===== config.mk =====
export PLATFORM = sky130hd
export DESIGN_NAME = usb_rx_phase_recover
export DESIGN_NICKNAME = d
export VERILOG_FILES = /design/src/rtl/usb_rx_pkg.sv /design/src/rtl/usb_rx_edge_hist.sv /design/src/rtl/usb_rx_phase_recover.sv
export SDC_FILE = /design/constraint.sdc
export NUM_CORES = 1
export LEC_CHECK = 0
export CAP_MARGIN = 25
export CORE_MARGIN = 5
export CORE_UTILIZATION = 60
export CTS_BUF_LIST = sky130_fd_sc_hd__clkbuf_8
export CTS_CLUSTER_DIAMETER = 50
export DETAILED_ROUTE_END_ITERATION = 10
export PLACE_DENSITY_LB_ADDON = 0.25
export SYNTH_ARGS = -nofsm -noshare
export SYNTH_HDL_FRONTEND = slang
export SYNTH_SLANG_ARGS = --single-unit

===== constraint.sdc =====
create_clock -name clock -period 35.2 [get_ports clock]
set_input_delay 3.52 -clock clock [delete_from_list [all_inputs] [get_ports clock]]
set_output_delay 3.52 -clock clock [all_outputs]
set_load 0.01 [all_outputs]

===== src/rtl/usb_rx_pkg.sv =====
// Shared constants, types and helpers for the USB receive phase recovery slice.
package usb_rx_pkg;

  // Phases per window; fixed to match the 5-phase clock generator.
  localparam int NPH = 5;
  // Width of each per-position edge counter.
  localparam int HIST_W = 4;
  // Total edges seen before the histogram is trusted.
  localparam int LOCK_EDGES = 8;

  typedef logic [2:0] phase_t;

  localparam phase_t PHASE_RESET = 3'd2;

  // rx_count encoding.
  localparam logic [1:0] RX_NONE = 2'd0;
  localparam logic [1:0] RX_ONE  = 2'd1;
  localparam logic [1:0] RX_TWO  = 2'd2;

  function automatic phase_t wrap_inc(input phase_t p);
    return (p == phase_t'(NPH - 1)) ? 3'd0 : p + 3'd1;
  endfunction

  function automatic phase_t wrap_dec(input phase_t p);
    return (p == 3'd0) ? phase_t'(NPH - 1) : p - 3'd1;
  endfunction

  // A bit equal to the previous line level decodes to 1, a transition to 0.
  function automatic logic nrzi_dec(input logic b, input logic last);
    return ~(b ^ last);
  endfunction

endpackage


===== src/rtl/usb_rx_edge_hist.sv =====
// Edge histogram: per-position edge counters with halving on overflow,
// argmax-based target phase and a saturating total-edge lock counter.
module usb_rx_edge_hist
  import usb_rx_pkg::*;
(
  input  logic           clock,
  input  logic           reset,
  input  logic           samples_valid,
  input  logic [NPH-1:0] samples,
  input  logic [NPH-1:0] prev,
  output phase_t         target,
  output logic           lock_upd
);

  localparam int TOT_W = $clog2(LOCK_EDGES + 1);

  logic [NPH-1:0]    edge_vec;
  logic [HIST_W:0]   sum [NPH];
  logic [HIST_W-1:0] cnt_reg [NPH];
  logic [HIST_W-1:0] cnt_next [NPH];
  logic              overflow;
  phase_t            best_idx;
  logic [HIST_W-1:0] best_cnt;
  logic [TOT_W-1:0]  total_reg;
  logic [TOT_W-1:0]  total_next;
  logic [TOT_W:0]    edge_total;
  logic [TOT_W:0]    total_sum;

  // Edge just before phase 0 compares against the last phase of the previous window.
  assign edge_vec[0] = prev[NPH-1] ^ samples[0];

  genvar gi;
  generate
    for (gi = 1; gi < NPH; gi++) begin : g_edge
      assign edge_vec[gi] = samples[gi-1] ^ samples[gi];
    end
    for (gi = 0; gi < NPH; gi++) begin : g_sum
      assign sum[gi] = {1'b0, cnt_reg[gi]} + {{HIST_W{1'b0}}, edge_vec[gi]};
    end
  endgenerate

  // Updated counts; any overflow halves every counter so their ratios survive.
  always_comb begin
    overflow = 1'b0;
    for (int i = 0; i < NPH; i++) begin
      overflow = overflow | sum[i][HIST_W];
    end
    for (int i = 0; i < NPH; i++) begin
      cnt_next[i] = overflow ? sum[i][HIST_W:1] : sum[i][HIST_W-1:0];
    end
  end

  // Argmax over the updated counts, lowest position wins ties; sample two phases after the edge.
  always_comb begin
    best_idx = 3'd0;
    best_cnt = cnt_next[0];
    for (int i = 1; i < NPH; i++) begin
      if (cnt_next[i] > best_cnt) begin
        best_idx = phase_t'(i);
        best_cnt = cnt_next[i];
      end
    end
    target = wrap_inc(wrap_inc(best_idx));
  end

  // Saturating total-edge count; reaching LOCK_EDGES is permanent until reset.
  always_comb begin
    edge_total = '0;
    for (int i = 0; i < NPH; i++) begin
      edge_total = edge_total + {{TOT_W{1'b0}}, edge_vec[i]};
    end
    total_sum = {1'b0, total_reg} + edge_total;
    if (total_sum >= (TOT_W+1)'(LOCK_EDGES)) begin
      total_next = TOT_W'(LOCK_EDGES);
    end else begin
      total_next = total_sum[TOT_W-1:0];
    end
    lock_upd = (total_next == TOT_W'(LOCK_EDGES));
  end

  // Histogram and edge total advance once per valid window.
  always_ff @(posedge clock) begin
    if (reset) begin
      for (int i = 0; i < NPH; i++) begin
        cnt_reg[i] <= '0;
      end
      total_reg <= '0;
    end else if (samples_valid) begin
      for (int i = 0; i < NPH; i++) begin
        cnt_reg[i] <= cnt_next[i];
      end
      total_reg <= total_next;
    end
  end

endmodule


===== src/rtl/usb_rx_phase_recover.sv =====
// USB receive phase recovery: tracks the best of 5 sampling phases, emits
// 0/1/2 NRZI-decoded bits per window.
// Optional feature macro: USB_UNSTUFF_EN (bit unstuffing and stuff_err output).
module usb_rx_phase_recover
  import usb_rx_pkg::*;
(
  input  logic           clock,
  input  logic           reset,
  input  logic           samples_valid,
  input  logic [NPH-1:0] samples,
  output phase_t         phase_sel,
  output logic           locked,
  output logic [1:0]     rx_count,
  output logic [1:0]     rx_data
`ifdef USB_UNSTUFF_EN
  ,
  output logic           stuff_err
`endif
);

  logic [NPH-1:0] prev_reg;
  phase_t         phase_reg;
  phase_t         phase_next;
  phase_t         target;
  logic           lock_upd;
  logic           locked_reg;
  logic           last_reg;
  logic           last_next;
  logic [1:0]     rx_count_reg;
  logic [1:0]     rx_data_reg;
  logic [3:0]     diff;
  logic [1:0]     raw_n;
  logic           raw_b0;
  logic           raw_b1;
  logic [1:0]     dec_bits;
  logic [1:0]     out_cnt;
  logic [1:0]     out_bits;
`ifdef USB_UNSTUFF_EN
  logic [2:0]     ones_reg;
  logic [2:0]     ones_next;
  logic           stuff_err_reg;
  logic           err_next;
`endif

  usb_rx_edge_hist u_hist (
    .clock         (clock),
    .reset         (reset),
    .samples_valid (samples_valid),
    .samples       (samples),
    .prev          (prev_reg),
    .target        (target),
    .lock_upd      (lock_upd)
  );

  // One step per window toward the target along the shorter way round the circle.
  always_comb begin
    diff = {1'b0, target} + 4'd5 - {1'b0, phase_reg};
    if (diff >= 4'd5) begin
      diff = diff - 4'd5;
    end
    phase_next = phase_reg;
    if (diff == 4'd1 || diff == 4'd2) begin
      phase_next = wrap_inc(phase_reg);
    end else if (diff != 4'd0) begin
      phase_next = wrap_dec(phase_reg);
    end
  end

  // Pick raw bits: a forward wrap resamples the same bit, a backward wrap catches an extra one.
  always_comb begin
    raw_n  = RX_ONE;
    raw_b0 = samples[phase_next];
    raw_b1 = 1'b0;
    if (phase_reg == phase_t'(NPH - 1) && phase_next == 3'd0) begin
      raw_n  = RX_NONE;
      raw_b0 = 1'b0;
    end else if (phase_reg == 3'd0 && phase_next == phase_t'(NPH - 1)) begin
      raw_n  = RX_TWO;
      raw_b0 = prev_reg[NPH-1];
      raw_b1 = samples[NPH-1];
    end
  end

  // NRZI decode in emission order; the line level carries across windows.
  always_comb begin
    dec_bits[0] = nrzi_dec(raw_b0, last_reg);
    dec_bits[1] = nrzi_dec(raw_b1, (raw_n == RX_NONE) ? last_reg : raw_b0);
    case (raw_n)
      RX_ONE:  last_next = raw_b0;
      RX_TWO:  last_next = raw_b1;
      default: last_next = last_reg;
    endcase
  end

`ifdef USB_UNSTUFF_EN
  // Drop the bit following six decoded ones; a dropped 1 is a stuffing error.
  always_comb begin
    out_cnt   = RX_NONE;
    out_bits  = 2'b00;
    ones_next = ones_reg;
    err_next  = 1'b0;
    for (int k = 0; k < 2; k++) begin
      if (2'(k) < raw_n) begin
        if (ones_next == 3'd6) begin
          err_next  = err_next | dec_bits[k];
          ones_next = 3'd0;
        end else begin
          out_bits[out_cnt[0]] = dec_bits[k];
          out_cnt   = out_cnt + 2'd1;
          ones_next = dec_bits[k] ? ones_next + 3'd1 : 3'd0;
        end
      end
    end
  end
`else
  // Without unstuffing every decoded bit goes straight out, packed from [0].
  always_comb begin
    out_cnt  = raw_n;
    out_bits = 2'b00;
    if (raw_n != RX_NONE) begin
      out_bits[0] = dec_bits[0];
    end
    if (raw_n == RX_TWO) begin
      out_bits[1] = dec_bits[1];
    end
  end
`endif

  // Window state and registered outputs; bits only leave once the histogram is trusted.
  always_ff @(posedge clock) begin
    if (reset) begin
      prev_reg     <= '1;
      phase_reg    <= PHASE_RESET;
      locked_reg   <= 1'b0;
      last_reg     <= 1'b1;
      rx_count_reg <= RX_NONE;
      rx_data_reg  <= 2'b00;
`ifdef USB_UNSTUFF_EN
      ones_reg      <= 3'd0;
      stuff_err_reg <= 1'b0;
`endif
    end else begin
      rx_count_reg <= RX_NONE;
`ifdef USB_UNSTUFF_EN
      stuff_err_reg <= 1'b0;
`endif
      if (samples_valid) begin
        prev_reg     <= samples;
        phase_reg    <= phase_next;
        locked_reg   <= lock_upd;
        last_reg     <= last_next;
        rx_count_reg <= lock_upd ? out_cnt : RX_NONE;
        rx_data_reg  <= lock_upd ? out_bits : 2'b00;
`ifdef USB_UNSTUFF_EN
        ones_reg      <= ones_next;
        stuff_err_reg <= lock_upd & err_next;
`endif
      end
    end
  end

  assign phase_sel = phase_reg;
  assign locked    = locked_reg;
  assign rx_count  = rx_count_reg;
  assign rx_data   = rx_data_reg;
`ifdef USB_UNSTUFF_EN
  assign stuff_err = stuff_err_reg;
`endif

endmodule

==> Word-level counts from Yosys, hierarchy flattened <==
Memory sizes are Yosys's and may differ from the RTL's.
Cells that the tools add are included.
{ "word_totals": {"register_bits": 18, "latch_bits": 0, "ramBits": 20, "mem_bits_ro": 0, "input_bits": 8, "out_inout_bits": 8, "word_cells": 115, "mem_count": 1} }
{ "memory_table": {"columns": ["name", "words", "word_bits", "read_ports", "rd_ports_with_merged_regs", "wr", "line_no", "rtl"], "rows": [
  ["u_hist.cnt_reg", 5, 4, 5, 0, 5, "usb_rx_edge_hist.sv:19", "logic [HIST_W-1:0] cnt_reg [NPH];"]
]} }
{ "classes": {"addsub": 17, "n_mul": 0, "div_mod_pow": 0, "n_lt_le_gt_ge": 7, "eq_ne": 9, "shift": 0, "muxes": 43, "bitwise": 20, "reduce_logical": 11} }
{ "ops": {"columns": ["cell", "count"], "rows": [
  ["4-bit two-way mux", 15],
  ["4-bit by 1-bit adder with 5-bit output", 5],
  ["3-bit two-way mux", 7],
  ["4-bit > comparator", 4],
  ["5-bit by 1-bit adder with 5-bit output", 3],
  ["1-bit two-way mux", 14],
  ["3-bit == test (second input constant)", 4],
  ["2-bit two-way mux", 5],
  ["3-bit by 1-bit adder with 3-bit output (second input constant)", 3],
  ["1-bit OR", 9],
  ["1-bit bitwise XOR", 7],
  ["3-bit zero test", 2],
  ["4-bit by 5-bit adder with 5-bit output", 1],
  ["5-bit by 4-bit greater-or-equal comparator with 1-bit output (second input constant)", 1],
  ["3-bit by 3-bit adder with 4-bit output (second input constant)", 1],
  ["4-bit by 1-bit == test with 1-bit output (second input constant)", 1],
  ["4-bit by 2-bit == test with 1-bit output (second input constant)", 1],
  ["4-bit == test (second input constant)", 1],
  ["4-bit by 3-bit greater-or-equal comparator with 1-bit output (second input constant)", 1],
  ["3-bit by 4-bit < comparator with 1-bit output (second input constant)", 1],
  ["1-bit inverter", 4],
  ["2-bit nonzero test", 2],
  ["4-bit nonzero test", 1],
  ["4-bit by 3-bit subtractor with 4-bit output", 1],
  ["12 further kinds", 13]
]} }

==> Logic depth before layout (Yosys ltp) <==
Gate-level depths: netlist of the first run.
{ "logic_depth": {"word_depth": 36, "mapped_depth": 61} }

==> Hierarchy <==
From an unflattened synthesis of the first run, not the netlist that was laid out.
{ "hier_totals": {"hier_cells": 409, "hier_area_um2": 3746.1} }
{ "modules_own_cells": {"columns": ["module", "instances", "cells_each", "area_per_inst_um2", "seq_area_each_um2"], "rows": [
  ["usb_rx_edge_hist", 1, 285, 2642.5, 680.7],
  ["usb_rx_phase_recover", 1, 124, 1103.6, 280.3]
]} }

==> Least setup slack after synthesis of the first run <==
No wires, ideal clock.
{ "synth_path": {"path_type": "input to register", "startpoint": "input port samples[4]", "endpoint": "register rx_data_reg[1], in the netlist rx_data[1]", "setup_ns": 0.120, "arrival_time_ns": 14.560, "setup_slack_ns": 20.520, "cell_stages": 54, "path_cell_list": "xor2_1 > ha_1 > ha_1 > nand3_1 > and4_1 > nand2_1 > clkbuf_1 > clkbuf_1 > o21ai_0 > inv_1 > ha_1 > inv_1 > nor2_1 > nor4b_1 > a311o_1 > a2111oi_1 > or2b_1 > mux2i_1 > (+18 left out) > ha_1 > nand2b_1 > a21oi_1 > nand2_1 > ha_1 > ha_1 > fa_1 > xor2_1 > a21o_1 > mux2_2 > a211oi_1 > o22ai_1 > or2_2 > nor2_1 > ha_1 > nand2_1 > o2111a_1 > a211o_1"} }
{ "synth_via": {"elab_chain_len": 33, "elab_cells_between_ends": 60, "cone_classes": "8 x add/sub; 6 x order compare; 7 x eq/ne; 29 x mux; 4 x bitwise; 6 x reduce/logical"} }
{ "synth_rtl": {"columns": ["item", "line_no", "rtl"], "rows": [
  ["start: declaration", "usb_rx_phase_recover.sv:10", "input logic [NPH-1:0] samples,"],
  ["parallel branches: the longest is 32 deep, another holds 4-bit by 1-bit adder with 5-bit output", null, null],
  ["2-bit two-way mux (*)", "usb_rx_phase_recover.sv:153", "rx_data_reg <= lock_upd ? out_bits : 2'b00;"],
  ["end signal: assignment", "usb_rx_phase_recover.sv:153", null],
  ["end: declaration", "usb_rx_phase_recover.sv:30", "logic [1:0] rx_data_reg;"]
]} }
Every way passes the cells marked *. The select of a mux whose other input is x is not followed.
A chain may end at the register's enable or synchronous reset.

==> run summary, run 1 <==
Worst-Margin Slew: 0.960 ns
CP max stage cell: nand2_1
min Tclk post-route: 17.04 ns
critical path type: input port to flop
biggest cell delay along the critical path: 0.67 ns
PostCTS Resize Cnt: 0
Final Max Tran Viols: 0
H-tree Lvls: 2
TNS Setup: 0 ns
crit-path most repeated cell: ha_1
worst min path class: flop to flop
share of layout cells above drive strength 1: 0.0743
ANT nets after route: 0
first-pass GRT wire length: 13.8 mm
Worst Path Arrival: 17.23 ns
gpl congestion: 0.914
Vias/cell: 6.50
fin nets: 466
1st-pass router iterations: 5
worst skew pair latency: 0.29 ns
Max Cap Violations: 0
CTS tree: built
post-synthesis cell area: 0.00347 sq mm
GRT overflow: 0
Mapped Cells: 403
Worst Setup EP: rx_data[1]
Reg2Reg Depth: 53
clk sink count: 34
die area: 0.00741 sq mm
pin count of the biggest net entering global routing: 28
status: completed
crit path launch: samples[4]
synth unique cells: 70
initial antenna violation count: 0
RSZ-0062 raised after global routing: no
CTS Hold Bufs: 0
EDFF count, synth: 20
sequential area share after synthesis: 0.254
CP endpoint kind: flop
max reg flops: 20
Worst-path clk slew: 0.07 ns
GRT Overall Usage: 0.227
routed wire length: 8.10 mm
Die Wd: 86.1 um
CP Launch Type: input port
WL/cell: 16.6 um
root buffer cell: clkbuf_8
DRT iter0 DRCs: 238
# diodes: 0
total number of vias: 3178
#FFs+latches synth: 34
synth warn: 0
Final Hold Fails: 0
WP data required: 35.38 ns
hold slack final: 0.459 ns
Final setup viols: 0
reg2reg end: rx_data[1]
vias in the first global route: 3015
Initial Utilization: 0.623
commonest non-fill, non-tap cell in the layout: nor2_1
Port Buffers: 15
max_slew headroom: 0.360
Final period util: 0.484
Most used DFF post-synth: edfxtp_1
Syn Nets: 453
postcts setup bufs: 0
fmax: 0.0587 GHz
commonest non-fill, non-tap cells in the layout: 40 x nor2_1, 38 x ha_1, 32 x inv_1
clock buffer depth: 2
reg2reg start: prev_reg[4]
placed cells: 481
Placeable Area: 0.00557 sq mm
post-route insts no fill: 489
Die Y: 86.1 um
# DRC: 0
Cell Rows: 27
CP Max Fanout: 27
Post-DP HPWL: 6.13 mm
CTS Buf Count: 5
Synth-to-Final Area Change: 9.80%
asr flop ratio synth: 0
Worst Clk Skew: 0.00438 ns
Top Ports: 16
average cell area after synthesis: 8.62 sq um
worst reg2reg setup slack: 21.68 ns
critical path: cells and delay by family:
kind	cells	cell delay [ns]
muxes	3	1.17
buffers and inverters	3	0.85
AOI/OAI and AO/OA	20	5.04
and+or+nand+nor	15	2.87
xor gates and xnor gates	2	0.63
adders and majority gates	11	3.11
stage by stage:
| stage | instance area, sq um | worst slack [ns] | utilization |
|---|---|---|---|
| after floorplan | 3470 | 20.52 | - |
| after global placement | 3680 | 18.57 | 0.659 |
| after detailed placement | 3680 | 18.12 | 0.659 |
| after CTS | 3810 | 18.37 | 0.684 |
| after global routing | 3810 | 17.23 | 0.684 |
| final | 3810 | 18.16 | 0.684 |
synth_stat cells (all sizes together), types with 4 or more instances:
cell type	count	share of area
a2111oi	6	0.018
a211oi	9	0.019
a21oi	20	0.029
a31oi	5	0.0090
clkbuf	8	0.0086
dfxtp	14	0.081
edfxtp	20	0.17
fa	4	0.023
ha	38	0.14
inv	32	0.035
mux2	4	0.016
mux2i	14	0.040
nand2	30	0.032
nand2b	7	0.013
nand3	17	0.027
nor2	42	0.047
nor2b	12	0.022
nor3	10	0.018
o211ai	7	0.015
o21ai	24	0.035
or2	4	0.0079
xnor2	9	0.025
xor2	11	0.028
logic make-up after synthesis:
kind of cell | count (synthesis) | share of synthesized area
XOR/XNOR | 20 | 0.0526
AO/OA/AOI/OAI | 109 | 0.226
buffers and inverters | 41 | 0.0454
AND/OR/NAND/NOR | 138 | 0.202
adder cells (fa/ha/maj) | 43 | 0.163
multiplexers | 18 | 0.0566
flip-flops | 34 | 0.254
cell type report:
type | instances | area [sq um]
Multi-Input combinational cell | 328 | 2430
Fill cell | 460 | 1760
Sequential cell | 34 | 881
Timing Repair Buffer | 15 | 150
Inverter | 32 | 120
Tap cell | 72 | 90.1
Clock buffer | 5 | 68.8
Clock inverter | 3 | 68.8
worst min path at each step:
stage / startpoint / endpoint / slack, ns / depth (start not counted)
after global placement: locked / locked / 0.43 / 2
after global routing: locked / locked / 0.48 / 2
after CTS: locked / locked / 0.46 / 2
after detailed placement: locked / locked / 0.44 / 2
final: u_hist.total_reg[3] / u_hist.total_reg[3] / 0.46 / 2
after floorplan: u_hist.total_reg[3] / u_hist.total_reg[3] / 0.43 / 2
routing by layer:
metal | up-vias | track usage | share of wire
met2 | 129 | 0.395 | 0.48
met5 | - | 0 | 0
met3 | 12 | 0.0423 | 0.059
met4 | 0 | 0.0561 | 0.010
met1 | 1508 | 0.289 | 0.45
li1 | 1529 | - | -
Power of run 1 is left out: the tool's default activity adds up to more than one toggle a clock period on the data nets, which glitch-free logic cannot reach.
==> run 2: changes to the inputs <==
--- a/config.mk
+++ b/config.mk
@@ -7,7 +7,7 @@
 export LEC_CHECK = 0
 export CAP_MARGIN = 25
 export CORE_MARGIN = 5
-export CORE_UTILIZATION = 60
+export CORE_UTILIZATION = 57
 export CTS_BUF_LIST = sky130_fd_sc_hd__clkbuf_8
 export CTS_CLUSTER_DIAMETER = 50
 export DETAILED_ROUTE_END_ITERATION = 10
==> constraint.sdc (replaced) <==
create_clock -name clock -period 14.3 [get_ports clock]
set_input_delay 1.43 -clock clock [delete_from_list [all_inputs] [get_ports clock]]
set_output_delay 1.43 -clock clock [all_outputs]
set_load 0.01 [all_outputs]
==> run summary, run 2 (synthesis gave the netlist of run 1 again) <==
Port Buffers: 15
CTS tree: built
CP Launch Type: input port
sequential cell area: 881 sq um
GRT Overall Usage: 0.220
max_slew headroom: 0.362
Worst Clk Skew: 0.00665 ns
Placeable Area: 0.00592 sq mm
critical path type: input port to flop
# diodes: 0
crit path launch: samples[0]
TNS Setup: 0 ns
Post-DP HPWL: 6.09 mm
clk sink count: 34
pin count of the biggest net entering global routing: 24
WP data required: 14.49 ns
Multi-input gate area: 0.00245 sq mm
Max Cap Violations: 0
RSZ-0062 raised after global routing: no
Worst Path Arrival: 13.60 ns
H-tree Lvls: 2
Final Max Tran Viols: 0
Die Y: 88.1 um
Worst-path clk slew: 0.08 ns
vias in the first global route: 3042
gpl congestion: 1.01
final instance area: 0.00388 sq mm
setup ws final: 0.883 ns
Final Hold Fails: 0
# DRC: 0
worst skew pair latency: 0.30 ns
CP max stage cell: clkdlybuf4s50_1
Top Ports: 16
Cell Rows: 28
Synth-to-Final Area Change: 11.8%
CP endpoint kind: flop
Initial Utilization: 0.587
share of layout cells above drive strength 1: 0.0969
Worst-Margin Slew: 0.957 ns
GRT overflow: 0
hold slack final: 0.451 ns
worst slack, placed: 0.244 ns
initial antenna violation count: 0
# fillers: 524
Final setup viols: 0
CTS Buf Count: 5
hold_sp: locked
commonest non-fill, non-tap cells in the layout: 40 x nor2_1, 38 x ha_1, 32 x inv_1
biggest cell delay along the critical path: 0.58 ns
max reg flops: 20
total number of vias: 3123
commonest non-fill, non-tap cell in the layout: nor2_1
crit-path most repeated cell: ha_1
Final period util: 0.938
fmax: 0.0745 GHz
WL/cell: 15.8 um
reg2reg start: prev_reg[4]
clock buffer depth: 2
Vias/cell: 6.27
CTS Hold Bufs: 0
DRT iter0 DRCs: 189
worst min path class: flop to flop
first-pass GRT wire length: 13.7 mm
Die Wd: 88.1 um
DP Area: 0.00372 sq mm
CP Max Fanout: 9
min Tclk post-route: 13.42 ns
1st-pass router iterations: 5
fin nets: 472
routed wire length: 7.87 mm
root buffer cell: clkbuf_8
ANT nets after route: 0
die area: 0.00775 sq mm
status: completed
-- run 2: cell types whose count changed in the layout (fill, tap and decap cells not counted), sizes merged --
cell	change
buf	+6
-- run 2: layer usage --
layer	global-route usage	vias up	part of all wire
li1	-	1541	-
met1	0.278	1466	0.45
met2	0.384	102	0.49
met3	0.0376	14	0.052
met4	0.0646	0	0.017
met5	0	-	0
-- run 2: timing repair --
action,in CTS,in global routing
resized for setup,0,7
endpoints found under the setup margin,0,3
buffers inserted,0,0
-- run 2: final timing paths --
path	to	slack, ns	cells past startpoint
worst max-delay path	rx_data[1]	0.88	55
worst max register to register	rx_data[1]	2.29	55
worst min register to register	locked	0.45	2
worst min-delay path	locked	0.45	2
-- run 2: cell type report --
class | instances | share of cell area
Inverter | 32 | 0.0309
Clock buffer | 5 | 0.0177
Sequential cell | 34 | 0.227
Multi-Input combinational cell | 328 | 0.632
Timing Repair Buffer | 21 | 0.0503
Tap cell | 75 | 0.0242
Clock inverter | 3 | 0.0177
-- run 2: through the flow --
stage,std cells,util
final,498,0.656
after global routing,498,0.656
after CTS,498,0.652
after detailed placement,490,0.629
after global placement,490,0.629
after floorplan,403,-
-- run 2: critical path, delay by kind of cell --
| kind | cells | cell delay [ns] |
|---|---|---|
| AO/OA/AOI/OAI | 19 | 4.04 |
| multiplexers | 2 | 0.69 |
| buffers and inverters | 4 | 1.01 |
| AND/OR/NAND/NOR | 16 | 2.66 |
| XOR/XNOR | 2 | 0.61 |
| adder cells (fa/ha/maj) | 12 | 3.16 |
Power of run 2 is left out for the same reason.
==> run 3: changes to the inputs <==
--- a/config.mk
+++ b/config.mk
@@ -5,6 +5,7 @@
 export SDC_FILE = /design/constraint.sdc
 export NUM_CORES = 1
 export LEC_CHECK = 0
+export ABC_AREA = 1
 export CAP_MARGIN = 25
 export CORE_MARGIN = 5
 export CORE_UTILIZATION = 57
==> run summary, run 3 <==
Worst-path clk slew: 0.06 ns
Vias/cell: 5.14
routed wire length: 6.10 mm
main area contributors after synthesis: edfxtp_1 19%, ha_1 15%, nand2_1 12%
Final Max Tran Viols: 0
postcts setup bufs: 0
die area: 0.00717 sq mm
average cell area after synthesis: 7.39 sq um
critical path type: input port to flop
PostCTS Resize Cnt: 0
Cell Rows: 27
DRT iter0 DRCs: 134
Die Y: 84.7 um
top cell type by total area after synthesis: edfxtp_1
total number of vias: 2679
Mapped Cells: 430
fin nets: 498
reg2reg end: rx_data[1]
post-synth top area share: 0.189
root buffer cell: clkbuf_8
Syn Nets: 480
synth unique cells: 39
setup ws final: 3.17 ns
synth warn: 0
clock buffer depth: 2
asr flop ratio synth: 0
fmax: 0.0899 GHz
worst skew pair latency: 0.29 ns
H-tree Lvls: 2
1st-pass router iterations: 4
min Tclk post-route: 11.13 ns
Worst Clk Skew: 0.00890 ns
biggest cell delay along the critical path: 0.55 ns
EDFF count, synth: 20
Reg2Reg Depth: 69
Final setup viols: 0
# DRC: 0
#FFs+latches synth: 34
max_slew headroom: 0.393
GRT overflow: 0
GRT Overall Usage: 0.185
sequential cell area: 881 sq um
reg2reg start: prev_reg[4]
Multi-input gate area: 0.00200 sq mm
share of layout cells above drive strength 1: 0.0935
CP endpoint kind: flop
worst min path class: flop to flop
Post-DP HPWL: 5.06 mm
worst reg2reg setup slack: 4.62 ns
ANT nets after route: 0
CTS Hold Bufs: 0
WL/cell: 11.7 um
CP Launch Type: input port
sequential area share after synthesis: 0.277
Placeable Area: 0.00547 sq mm
initial antenna violation count: 0
# fillers: 511
gpl congestion: 0.904
Top Ports: 16
crit path launch: samples[1]
Most used DFF post-synth: edfxtp_1
first-pass GRT wire length: 11.0 mm
Max Cap Violations: 0
Die Wd: 84.7 um
most frequent cell after synthesis: nand2_1
commonest non-fill, non-tap cell in the layout: nand2_1
commonest non-fill, non-tap cells in the layout: 104 x nand2_1, 73 x inv_1, 39 x nand3_1
TNS Setup: 0 ns
Synth-to-Final Area Change: 9.57%
vias in the first global route: 2591
crit-path most repeated cell: nand2_1
post-synthesis cell area: 0.00318 sq mm
CTS Buf Count: 5
pin count of the biggest net entering global routing: 26
status: completed
clk sink count: 34
CP Max Fanout: 24
Worst Setup EP: rx_data[1]
worst slack, placed: 2.94 ns
Worst Path Arrival: 11.31 ns
Final period util: 0.778
Initial Utilization: 0.581
Synth top cells by count: 104 x nand2_1, 70 x inv_1, 39 x nand3_1
max reg flops: 20
CP max stage cell: clkdlybuf4s50_1
Worst-Margin Slew: 0.910 ns
WP data required: 14.48 ns
CTS tree: built
Port Buffers: 15
Final Hold Fails: 0
# diodes: 0
RSZ-0062 raised after global routing: no
## run 3: cell count changes after synthesis, sizes merged, moves of 6 or more
cell / before / now
a2111oi: 6 / 0
a211oi: 9 / 0
o211ai: 7 / 0
a21oi: 20 / 9
clkbuf: 8 / 2
inv: 32 / 75
nor2b: 12 / 0
nor3: 10 / 0
nand2b: 7 / 0
mux2i: 14 / 2
nand3: 17 / 43
nand2: 30 / 121
## run 3: area by class of cell
cell class / instances / share of cell area
flip-flops and latches: 34 / 0.253
well taps: 72 / 0.0259
clock inverters: 3 / 0.00323
clock buffers: 5 / 0.0198
multi-input cells: 316 / 0.573
repair buffers: 15 / 0.0431
inverters: 76 / 0.0819
## run 3: per-layer routing
metal  vias up  track usage  wire (um)
li1       1421            -          -
met4         0       0.0532         84
met3        11       0.0363        226
met1      1205        0.236       2840
met2        42        0.317       2950
met5         -            0          0
## run 3: stage by stage
stage	hold WS [ns]	area [sq um]	std cells	utilization
finish	0.449	3480	521	0.636
global route	0.476	3480	521	0.636
CTS	0.454	3480	521	0.636
detailed placement	0.441	3400	513	0.622
global placement	0.436	3400	513	0.622
floorplan	0.435	3180	430	-
## run 3: critical path: cells and delay by family
family | cells | cell delay (ns)
AOI/OAI and AO/OA | 7 | 1.22
xor gates and xnor gates | 2 | 0.58
adders and majority gates | 11 | 2.91
buffers and inverters | 12 | 1.41
and+or+nand+nor | 36 | 3.75
## run 3: cell families after synthesis
family          synth area share
simple gates               0.312
buf+inv                   0.0949
compound gates            0.0827
fa+ha+maj                  0.175
flops                      0.277
xor+xnor                  0.0520
mux                      0.00630
## run 3: worst min path at each step
| stage | startpoint | end | slack, ns | cells past startpoint |
|---|---|---|---|---|
| final | rx_data[0] | rx_data[0] | 0.45 | 2 |
| after global routing | rx_data[1] | rx_data[1] | 0.48 | 2 |
| after CTS | rx_data[0] | rx_data[0] | 0.45 | 2 |
| after detailed placement | rx_data[0] | rx_data[0] | 0.44 | 2 |
| after global placement | rx_data[0] | rx_data[0] | 0.44 | 2 |
| after floorplan | u_hist.total_reg[1] | u_hist.total_reg[1] | 0.43 | 2 |
Power of run 3 is left out for the same reason.
==> variant: new RTL, settings of run 1 <==
Build with the macro `USB_UNSTUFF_EN` defined.
--- a/src/rtl/usb_rx_phase_recover.sv
+++ b/src/rtl/usb_rx_phase_recover.sv
@@ -1,6 +1,8 @@
 // USB receive phase recovery: tracks the best of 5 sampling phases, emits
 // 0/1/2 NRZI-decoded bits per window.
 // Optional feature macro: USB_UNSTUFF_EN (bit unstuffing and stuff_err output).
+`define USB_UNSTUFF_EN
+
 module usb_rx_phase_recover
   import usb_rx_pkg::*;
 (
Function (old outputs only; new: stuff_err): changed (Yosys sat finds a counterexample within 10 cycles, from zero or initial values and one cycle with reset high).
==> variant against run 1 <==
- worst setup slack worse by 1.0 ns
- clock skew is 0.0051 ns higher
- synthesized area is 8.7% higher
- utilization is 3.0 points lower
- sequential cell count is 4 higher
- wire length is 6.1% higher
- design area is 7.1% higher
- critical path depth is 6 higher
- critical path type unchanged
- largest cell class unchanged
- highest routed layer unchanged
Power is not shown: default switching activity piles up to over one toggle a cycle in this logic, so the estimate is an artifact.
==> variant: results <==
detailed_routing:
  drtPass1Iterations: 4
  vias: 3376
  wl_um: 8586
critical_path:
  critPathSlowestCell: "sky130_fd_sc_hd__clkdlybuf4s50_1"
  regToRegEndpoint: "ones_reg[2]$_SDFFE_PP0P_"
  r2r_slack_ns: 20.62
  critPathMaxFanout: 20
  critPathLaunch: "samples[1]"
  worst-endpoint-arrival_ns: 18.24
sta:
  worst_hold_slack_ns: 0.4523
  slew-limit-headroom_pct: 41.55
placed_design:
  portBuffers: 16
  hpwl_after_detailed_placement_um: 6674
  place_congestion: 0.9124
  pre_cts_slack_ns: 16.95
  placement.cell_area_um2: 3983
synth:
  synth_cell_type_count: 69
  avg_synthesized_cell_area_um2: 8.618
  synth_area_leaders: "sky130_fd_sc_hd__edfxtp_1 16%, sky130_fd_sc_hd__ha_1 14%, sky130_fd_sc_hd__dfxtp_1 9.5%, sky130_fd_sc_hd__mux2i_1 4.5%, sky130_fd_sc_hd__nand2_1 4.4%"
  synth_sequential_area_ratio_pct: 25.46
  synthTopCellsByCount: "44 x sky130_fd_sc_hd__nand2_1, 43 x sky130_fd_sc_hd__ha_1, 38 x sky130_fd_sc_hd__nor2_1"
  syn_nets: 493
grt:
  globalRouteTotalUtil_pct: 22.54
  grt_max_degree: 23
  grt_pass1_wl_um: 14180
layout:
  layout-drive-gt1-share_pct: 6.416
  num-nets-final: 506
status:
  run_status: "complete, no violations"
-- variant: cell type report --
class | instances | area [µm²]
clock inverters | 2 | 12.51
inverters | 35 | 131.4
multi-input cells | 354 | 2634
repair buffers | 17 | 167.7
flip-flops and latches | 38 | 960.9
well taps | 77 | 96.34
clock buffers | 6 | 82.58
fillers | 533 | 2156
-- variant: worst min-delay path by stage --
stage | from | endpoint | depth (start not counted)
after detailed placement | locked$_SDFFE_PP0P_ | locked$_SDFFE_PP0P_ | 2
after global routing | locked$_SDFFE_PP0P_ | locked$_SDFFE_PP0P_ | 2
after CTS | locked$_SDFFE_PP0P_ | locked$_SDFFE_PP0P_ | 2
final | locked$_SDFFE_PP0P_ | locked$_SDFFE_PP0P_ | 2
after global placement | locked$_SDFFE_PP0P_ | locked$_SDFFE_PP0P_ | 2
after floorplan | u_hist.total_reg[3]$_SDFFE_PP0P_ | u_hist.total_reg[3]$_SDFFE_PP0P_ | 2
-- variant: cells by family after synthesis --
group                    count (synthesis)  synth area share [%]
AND/OR/NAND/NOR                        154                 20.38
AO/OA/AOI/OAI                          109                 21.64
adder cells (fa/ha/maj)                 47                 16.37
buffers and inverters                   46                 4.773
flip-flops                              38                 25.46
multiplexers                            26                 7.193
XOR/XNOR                                18                 4.177
-- variant: worst max-delay path, delay by kind of cell --
family | cells | cell delay [ns]
AO/OA/AOI/OAI | 24 | 5.46
adder cells (fa/ha/maj) | 11 | 3.39
AND/OR/NAND/NOR | 16 | 3.37
multiplexers | 3 | 1.20
buffers and inverters | 5 | 0.89
XOR/XNOR | 1 | 0.35
-- variant: per-layer routing --
layer  part of all wire (%)  track usage [%]  up-vias
li1                       -                -     1651
met1                     43            26.69     1608
met2                     51            40.59       99
met3                    3.5            3.594       18
met4                    2.3            8.660        0
met5                      0                0        -
